### config.mk
export PLATFORM = sky130hd
export DESIGN_NAME = alu_seq_param
export DESIGN_NICKNAME = d
export VERILOG_FILES = /design/src/rtl/alu_seq_param.sv
export SDC_FILE = /design/constraint.sdc
export NUM_CORES = 1
export LEC_CHECK = 0
export ABC_AREA = 1
export CAP_MARGIN = 20
export CORE_AREA = 10 10 114 116
export CTS_BUF_LIST = sky130_fd_sc_hd__clkbuf_2
export DETAILED_ROUTE_END_ITERATION = 7
export DIE_AREA = 0 0 124 126
export DONT_BUFFER_PORTS = 1
export PLACE_DENSITY = 0.75
export SKIP_LAST_GASP = 1
export SLEW_MARGIN = 0
export SYNTH_ARGS = -nofsm -noshare
export SYNTH_HDL_FRONTEND = slang
export SYNTH_SLANG_ARGS = --single-unit
### constraint.sdc
create_clock -name clk -period 1.6 [get_ports clk]
set_input_delay 0.32 -clock clk [delete_from_list [all_inputs] [get_ports clk]]
set_output_delay 0.32 -clock clk [all_outputs]
set_load 0.01 [all_outputs]
### src/rtl/alu_seq_param.sv
// rtl/alu_seq_param.sv - registered ALU with valid/ready handshakes and bit-serial shifter
module alu_seq_param #(
   parameter int WIDTH = 16
) (
   input  logic             clk,
   input  logic             rst_n,
   input  logic             in_valid,
   output logic             in_ready,
   input  logic [WIDTH-1:0] A,
   input  logic [WIDTH-1:0] B,
   input  logic             Cin,
   input  logic [2:0]       Control,
   output logic             out_valid,
   input  logic             out_ready,
   output logic [WIDTH-1:0] Result,
   output logic             Cout,
   output logic             Zero,
   output logic             Neg,
   output logic             Ovf
);

   localparam int SHW = $clog2(WIDTH);

   typedef enum logic [1:0] {IDLE, SHIFT, DONE} state_t;

   state_t           state;
   logic [WIDTH-1:0] work;
   logic [SHW-1:0]   cnt;
   logic [1:0]       sh_op;

   logic             accept;
   logic [WIDTH:0]   sum;
   logic [WIDTH:0]   diff;
   logic [WIDTH-1:0] imm_result;
   logic             imm_cout;
   logic             imm_ovf;
   logic [WIDTH-1:0] step_next;
   logic             step_bit;

   // A new op may enter when idle, or when the held result leaves on this same edge
   assign in_ready = (state == IDLE) || (state == DONE && out_ready);
   assign accept   = in_valid && in_ready;

   assign sum  = {1'b0, A} + {1'b0, B} + {{WIDTH{1'b0}}, Cin};
   assign diff = {1'b0, A} - {1'b0, B} - {{WIDTH{1'b0}}, Cin};

   // Single-cycle results: arithmetic, logic, and shifts by zero (which return A untouched)
   always_comb begin
      imm_result = A;
      imm_cout   = 1'b0;
      imm_ovf    = 1'b0;
      case (Control)
         3'b000: begin
            imm_result = sum[WIDTH-1:0];
            imm_cout   = sum[WIDTH];
            imm_ovf    = (A[WIDTH-1] == B[WIDTH-1]) && (sum[WIDTH-1] != A[WIDTH-1]);
         end
         3'b001: begin
            imm_result = diff[WIDTH-1:0];
            imm_cout   = diff[WIDTH];
            imm_ovf    = (A[WIDTH-1] != B[WIDTH-1]) && (diff[WIDTH-1] != A[WIDTH-1]);
         end
         3'b010:  imm_result = A | B;
         3'b011:  imm_result = A & B;
         default: imm_result = A;
      endcase
   end

   // One-bit move of the working register; sh_op is the low two opcode bits (SHL, SHR, ROL, ROR)
   always_comb begin
      step_next = work;
      step_bit  = 1'b0;
      case (sh_op)
         2'b00: begin
            step_next = {work[WIDTH-2:0], 1'b0};
            step_bit  = work[WIDTH-1];
         end
         2'b01: begin
            step_next = {1'b0, work[WIDTH-1:1]};
            step_bit  = work[0];
         end
         2'b10:   step_next = {work[WIDTH-2:0], work[WIDTH-1]};
         default: step_next = {work[0], work[WIDTH-1:1]};
      endcase
   end

   // Control FSM with registered result, flags and out_valid
   always_ff @(posedge clk or negedge rst_n) begin
      if (!rst_n) begin
         state     <= IDLE;
         out_valid <= 1'b0;
         Result    <= '0;
         Cout      <= 1'b0;
         Zero      <= 1'b0;
         Neg       <= 1'b0;
         Ovf       <= 1'b0;
         work      <= '0;
         cnt       <= '0;
         sh_op     <= 2'b00;
      end else begin
         case (state)
            SHIFT: begin
               work <= step_next;
               cnt  <= cnt - SHW'(1);
               if (cnt == SHW'(1)) begin
                  state     <= DONE;
                  out_valid <= 1'b1;
                  Result    <= step_next;
                  Cout      <= step_bit;
                  Zero      <= (step_next == '0);
                  Neg       <= step_next[WIDTH-1];
                  Ovf       <= 1'b0;
               end
            end
            default: begin
               if (accept) begin
                  if (!Control[2] || (B[SHW-1:0] == '0)) begin
                     state     <= DONE;
                     out_valid <= 1'b1;
                     Result    <= imm_result;
                     Cout      <= imm_cout;
                     Zero      <= (imm_result == '0);
                     Neg       <= imm_result[WIDTH-1];
                     Ovf       <= imm_ovf;
                  end else begin
                     state     <= SHIFT;
                     out_valid <= 1'b0;
                     work      <= A;
                     cnt       <= B[SHW-1:0];
                     sh_op     <= Control[1:0];
                  end
               end else if (state == DONE && out_ready) begin
                  state     <= IDLE;
                  out_valid <= 1'b0;
               end
            end
         endcase
      end
   end

endmodule

==> summary.txt, run 1 <==
Die ar.: 15600 µm²
Critical Setup Path Class: input port to register
worst r2r dst: Zero
starting density of the core: 48.8%
syn_area_per_cell: 6.36 µm²
Post-synth EDFFs: 0
most frequent cells in the layout: 178 x nand2_1, 130 x inv_1, 116 x buf_4
wl on met1: 7.05 mm
endpoints failing setup: 18
Final Hold Fails: 0
Synth cell types: 41
Worst Min Path Start: Control[1]
share of post-route cells with drive strength above 1: 29.7%
hold endpoint: sh_op[1]
# nets final: 1041
Setup WS post-layout: -330 ps
clock-pin slew on the worst setup and hold paths: 230 ps
First-pass DRT Iterations: 6
Vias/cell: 5.44
Sequential Power Share: 30.1%
Tcrit/Tclk final: 121%
CTS Buffer Depth: 2
highest metal used: met4
post-layout min period: 1930 ps
critical path arrival: 2310 ps
violated checks: negative setup slack
cell area after placement: 6450 µm²
unrepaired setup endpoints after global routing: true
CP endpoint kind: register
overflow left after global routing: 0
status: complete, but fails checks
Top cell by count, worst path: nor2_1
Max Slew Vio Count: 0
Max rail drop VDD: 0.316 mV
DRC Markers: 0
Synth Area in Simple Gates: 34.4%
Place WS: -807 ps
CP cell instances: fa_2 -> fa_2 -> nand2_1 -> a21oi_2 -> nor2_1 -> nand4_1 -> nor2_1 -> nand2_1 -> nor2_1 -> nand3_1 -> nor2_1 -> nand3_1 -> a21oi_1
synthesized instance count: 821
worst hold stages: 2
# clock sinks: 43
dpl hpwl: 13.5 mm
WL met2: 8.16 mm
P per Cell Area: 511 nW/µm²
WHS: 69.1 ps
R2R cell count: 9
sequential area share after synthesis: 20.6%
H-tree depth: 2
IO Port Bufs: 0
most common cell after layout, fill and taps aside: nand2_1
Achievable Freq: 518 MHz
Max FO, Critical Path: 5
Leak Pwr: 3.64 nW
yosys warns: 0
Synth Area in XOR/XNOR: 0.335%
mux contribution to synthesized area: 0%
Chip Width: 124 µm
main combinational cell family by area after synthesis: simple AND/OR/NAND/NOR gates
row cnt: 38
Synth Area in Compound Gates: 14.9%
combinational share of power: 52.4%
Top FF cell, synth: dfrtp_1
DR WL met3: 1.48 mm
CP max-delay cell: fa_2
Final Instance Area: 7070 µm²
Routed WL: 17.3 mm
clock power share: 17.5%
core area: 10700 µm²
sw power: 1.42 mW
post-synthesis register bit count: 43
sum of buffers and inverters on the critical path: 0
internal power: 2.19 mW
final core utilization: 66.1%
TritonCTS clock tree: done
first-iteration detailed-routing DRC count: 595
DRT antenna net count: 0
Critical Path RT: 1980 ps
HP Class: input port to register
Mapped Area: 5220 µm²
routability congestion estimate: 0.948
sw frac: 39.3%
pin count of the biggest net entering global routing: 44
CP peak stage delay: 420 ps
Worst Clk Skew: 33.5 ps
wire length of the first global-routing pass: 27.0 mm
clk_lat worst skew: 430 ps
post-route setup TNS: -3420 ps
FF-to-FF setup slack: -60 ps
Root Buffer: clkbuf_2
launching point of the worst reg2reg path: state[1]
Crit path max-delay family: simple AND/OR/NAND/NOR gates
async set-reset flop share out of synthesis: 100%
routed len/inst: 16.1 µm
I/O Pins: 62
Area growth syn-to-layout: 35.3%
initial antenna violation count: 0
Net Count, Synth: 929
Worst-Margin Slew: 434 ps
Max-cap violations: 0
DIE HEIGHT: 126 µm
via count: 5841
vias in the first global route: 5610
CTS Buf Count: 5
Adder-Cell Fraction of Synth Area: 16.9%
Slew HR: 70.8%
All-Layer GR Usage: 21.2%
Worst setup SP type: input port
[cell usage after synthesis, types with 3 or more instances]
master | number | area (µm²)
or2_2 | 10 | 62.6
dfrtp_1 | 43 | 1080
buf_2 | 5 | 25.0
inv_2 | 5 | 18.8
nand3_1 | 70 | 350
fa_1 | 4 | 80.1
nor4_1 | 3 | 18.8
o221ai_1 | 13 | 114
o31ai_1 | 3 | 22.5
a21oi_1 | 39 | 195
ha_1 | 64 | 801
o22ai_1 | 3 | 18.8
clkbuf_1 | 13 | 48.8
inv_1 | 142 | 533
a211oi_1 | 4 | 30.0
nand2_1 | 220 | 826
nor2_1 | 65 | 244
o211ai_1 | 13 | 97.6
nand3b_1 | 12 | 90.1
nand4_1 | 14 | 87.6
nand2_2 | 3 | 18.8
nor3_1 | 8 | 40.0
o21ai_0 | 29 | 145
buf_4 | 3 | 22.5
o21a_1 | 13 | 97.6
[registers in the layout, summed over array words and instances (netlist names)]
name    flops
work       16
Result     15
cnt         4
sh_op       2
state       2
Cout        1
Neg         1
Ovf         1
Zero        1
[cell type report]
cell class	instances	area, µm²
sequential	43	1080
multi-input combinational	608	4120
clock inverter	2	37.5
tap	140	175
fill	947	3630
clock buffer	5	25.0
antenna	1	2.50
timing repair buffer	128	1060
inverter	147	564
[worst max-delay path by stage]
stage	from	endpoint	cells after the start
finish	A[0]	Zero	13
global route	A[9]	Zero	17
CTS	Cin	Zero	14
detailed placement	Cin	Zero	16
global placement	Cin	Zero	16
floorplan	Cin	Ovf	18
[power by group through the flow]
stage               combinational, mW  sequential [mW]  clock [mW]
global route                     2.09             1.09       0.683
global placement                 1.53             1.11           0
detailed placement               1.56             1.11           0
finish                           1.89             1.09       0.632
CTS                              1.69             1.09       0.630
floorplan                        1.01             1.11           0
[stage by stage]
step / instances / total power [mW]
2_1_floorplan: 821 / 2.12
3_3_place_gp: 1057 / 2.64
3_5_place_dp: 1057 / 2.67
4_1_cts: 1069 / 3.41
5_1_grt: 1073 / 3.86
6_report: 1074 / 3.61
[kinds of logic after synthesis]
family | count (synthesis)
and+or+nand+nor | 413
buffers and inverters | 170
AOI/OAI and AO/OA | 125
adders and majority gates | 68
DFF | 43
xor gates and xnor gates | 2
[repair_timing]
item	4_1_cts	5_1_grt
buffers inserted	4	6
gates resized for setup	44	78
endpoints found under the setup margin	19	28
pin swaps	28	47
hold buffers	2	0
hold endpoints to repair	43	0
[metal layers]
| metal | vias to the layer above | track usage, % |
|---|---|---|
| li1 | 2883 | - |
| met1 | 2688 | 27.1 |
| met2 | 224 | 34.9 |
| met3 | 46 | 4.65 |
| met4 | 0 | 5.76 |
| met5 | - | 0 |
(Power assumes the default switching activity.)
==> inputs of run 2 (changes only) <==
Settings changed: CORE_AREA 10 10 114 116 to 10 10 104 106, DIE_AREA 0 0 124 126 to 0 0 114 116, PLACE_DENSITY 0.75 to 0.87, SKIP_LAST_GASP 1 to unset.
==> run 2 against run 1 <==
Net effect:
- the run still ends with negative setup slack left
- cell count shrank 2.7%
- sequential power is essentially flat
- non-clock buffer count grew 3
- largest cell class unchanged
- die area shrank 15%
- highest routed layer unchanged
- wire length grew 9.9%
- global-route usage grew 4.4 points
- clock skew shrank 12 ps
- first-iteration DRC count grew 5.2%
- setup slack lost 160 ps
==> summary.txt, run 2 (synthesized netlist as in run 1, its figures left out) <==
wire length of the first global-routing pass: 28.2 mm
launching point of the worst reg2reg path: state[0]
Largest regs: work (16), Result (15), cnt (4)
worst r2r dst: Zero
via count: 6284
Max rail drop VDD: 0.434 mV
Worst Min Path Start: Control[1]
share of post-route cells with drive strength above 1: 29.3%
Final Instance Area: 7040 µm²
endpoints failing setup: 19
Worst setup SP type: input port
vias in the first global route: 5947
R2R cell count: 12
Critical Setup Path Class: input port to register
Max-cap violations: 0
CTS Buf Count: 5
Max Slew Vio Count: 0
Root Buffer: clkbuf_2
Routed WL: 19.0 mm
IO Port Bufs: 0
Cells after DPL: 1024
All-Layer GR Usage: 25.6%
unrepaired setup endpoints after global routing: true
# fillers: 563
DRT antenna net count: 0
worst hold stages: 2
row cnt: 34
routed len/inst: 18.1 µm
Setup WS post-layout: -491 ps
post-layout min period: 2090 ps
overflow left after global routing: 0
most frequent cells in the layout: 185 x nand2_1, 132 x inv_1, 115 x buf_4
met3 usage: 4.65%
# nets final: 1044
dpl hpwl: 14.1 mm
critical path arrival: 2440 ps
CP startpoint: Cin
final core utilization: 81.1%
Place WS: -898 ps
Max FO, Critical Path: 3
H-tree depth: 2
WHS: 93.0 ps
Finished Layout Cells: 1045
DRC Markers: 0
Worst-Margin Slew: 583 ps
# clock sinks: 43
Area growth syn-to-layout: 34.8%
global routing usage on met1: 29.8%
Slew HR: 61.0%
initial antenna violation count: 0
Worst Clk Skew: 22.0 ps
Tot Pwr: 3.47 mW
core area: 8680 µm²
grt peak-use layer: met2
Die ar.: 13200 µm²
post-route setup TNS: -5240 ps
CP peak stage delay: 630 ps
Reg with most FFs: work
Final Hold Fails: 0
CP cell instances: fa_2 -> inv_2 -> ha_4 -> inv_4 -> nand2_4 -> nand2_4 -> nand3_2 -> nand3_2 -> nand4_1 -> nor2_1 -> nand2_1 -> nor2_1 -> nand3_1 -> nor2_1 -> nand3_1 -> a21oi_2
Tcrit/Tclk final: 131%
Vias/cell: 6.01
FF-to-FF setup slack: -100 ps
TritonCTS clock tree: done
CP max-delay cell: fa_2
P per Cell Area: 493 nW/µm²
cell area after placement: 6410 µm²
Leak Pwr: 3.65 nW
Achievable Freq: 478 MHz
routability congestion estimate: 0.966
First-pass DRT Iterations: 8
most common cell after layout, fill and taps aside: nand2_1
HP Class: input port to register
I/O Pins: 62
first-iteration detailed-routing DRC count: 626
clock-pin slew on the worst setup and hold paths: 220 ps
Top cell by count, worst path: nor2_1
global-route met2 utilization: 44.5%
pin count of the biggest net entering global routing: 44
Chip Width: 114 µm
status: complete, but fails checks
Crit path max-delay family: simple AND/OR/NAND/NOR gates
Critical Path RT: 1950 ps
starting density of the core: 60.2%
Antenna Cells: 0
clk_lat worst skew: 400 ps
max FFs per register: 16
CP endpoint kind: register
DIE HEIGHT: 116 µm
violated checks: negative setup slack
CTS Buffer Depth: 2
sum of buffers and inverters on the critical path: 2
hold endpoint: sh_op[1]
## run 2: area by class of cell
class	count	area [µm²]	share of cell area (%)
inverter	147	566	8.03
tap	108	135	1.92
clock inverter	2	7.51	0.107
clock buffer	6	30.0	0.426
multi-input combinational	608	4100	58.2
timing repair buffer	131	1130	16.0
sequential	43	1080	15.3
## run 2: worst max-delay path by stage
| stage | end | slack [ps] | cells past startpoint |
|---|---|---|---|
| floorplan | Ovf | -540 | 18 |
| global placement | Zero | -790 | 16 |
| detailed placement | Ovf | -900 | 18 |
| CTS | Zero | -400 | 16 |
| global route | Zero | -620 | 16 |
| finish | Zero | -490 | 16 |
## run 2: worst register-to-register path: stages, from the launching register on
cell	delay [ps]
dfrtp_1	420
inv_2	100
nor2_2	60
inv_2	80
buf_4	130
nand4_1	120
nor2_1	140
nand2_1	90
nor2_1	90
nand3_1	120
nor2_1	110
nand3_1	100
a21oi_2	120
## run 2: layer usage
metal  share of wire [%]  routed length (µm)
met5                   0                   0
met4                 6.0                1130
met3                 9.0                1700
met2                  49                9230
met1                  36                6890
## run 2: report_power, final
group          leakage, nW  internal [mW]  switching (mW)  total (mW)
Sequential           0.502           1.09               0        1.09
Combinational         3.12          0.824            1.10        1.92
Clock               0.0281          0.105           0.351       0.456
## run 2: repair_timing
action,CTS,global route
hold buffers,2,0
hold endpoints to repair,43,0
cloned,0,2
buffers inserted,7,9
endpoints found under the setup margin,21,27
pin swaps,26,31
resized for setup,34,91
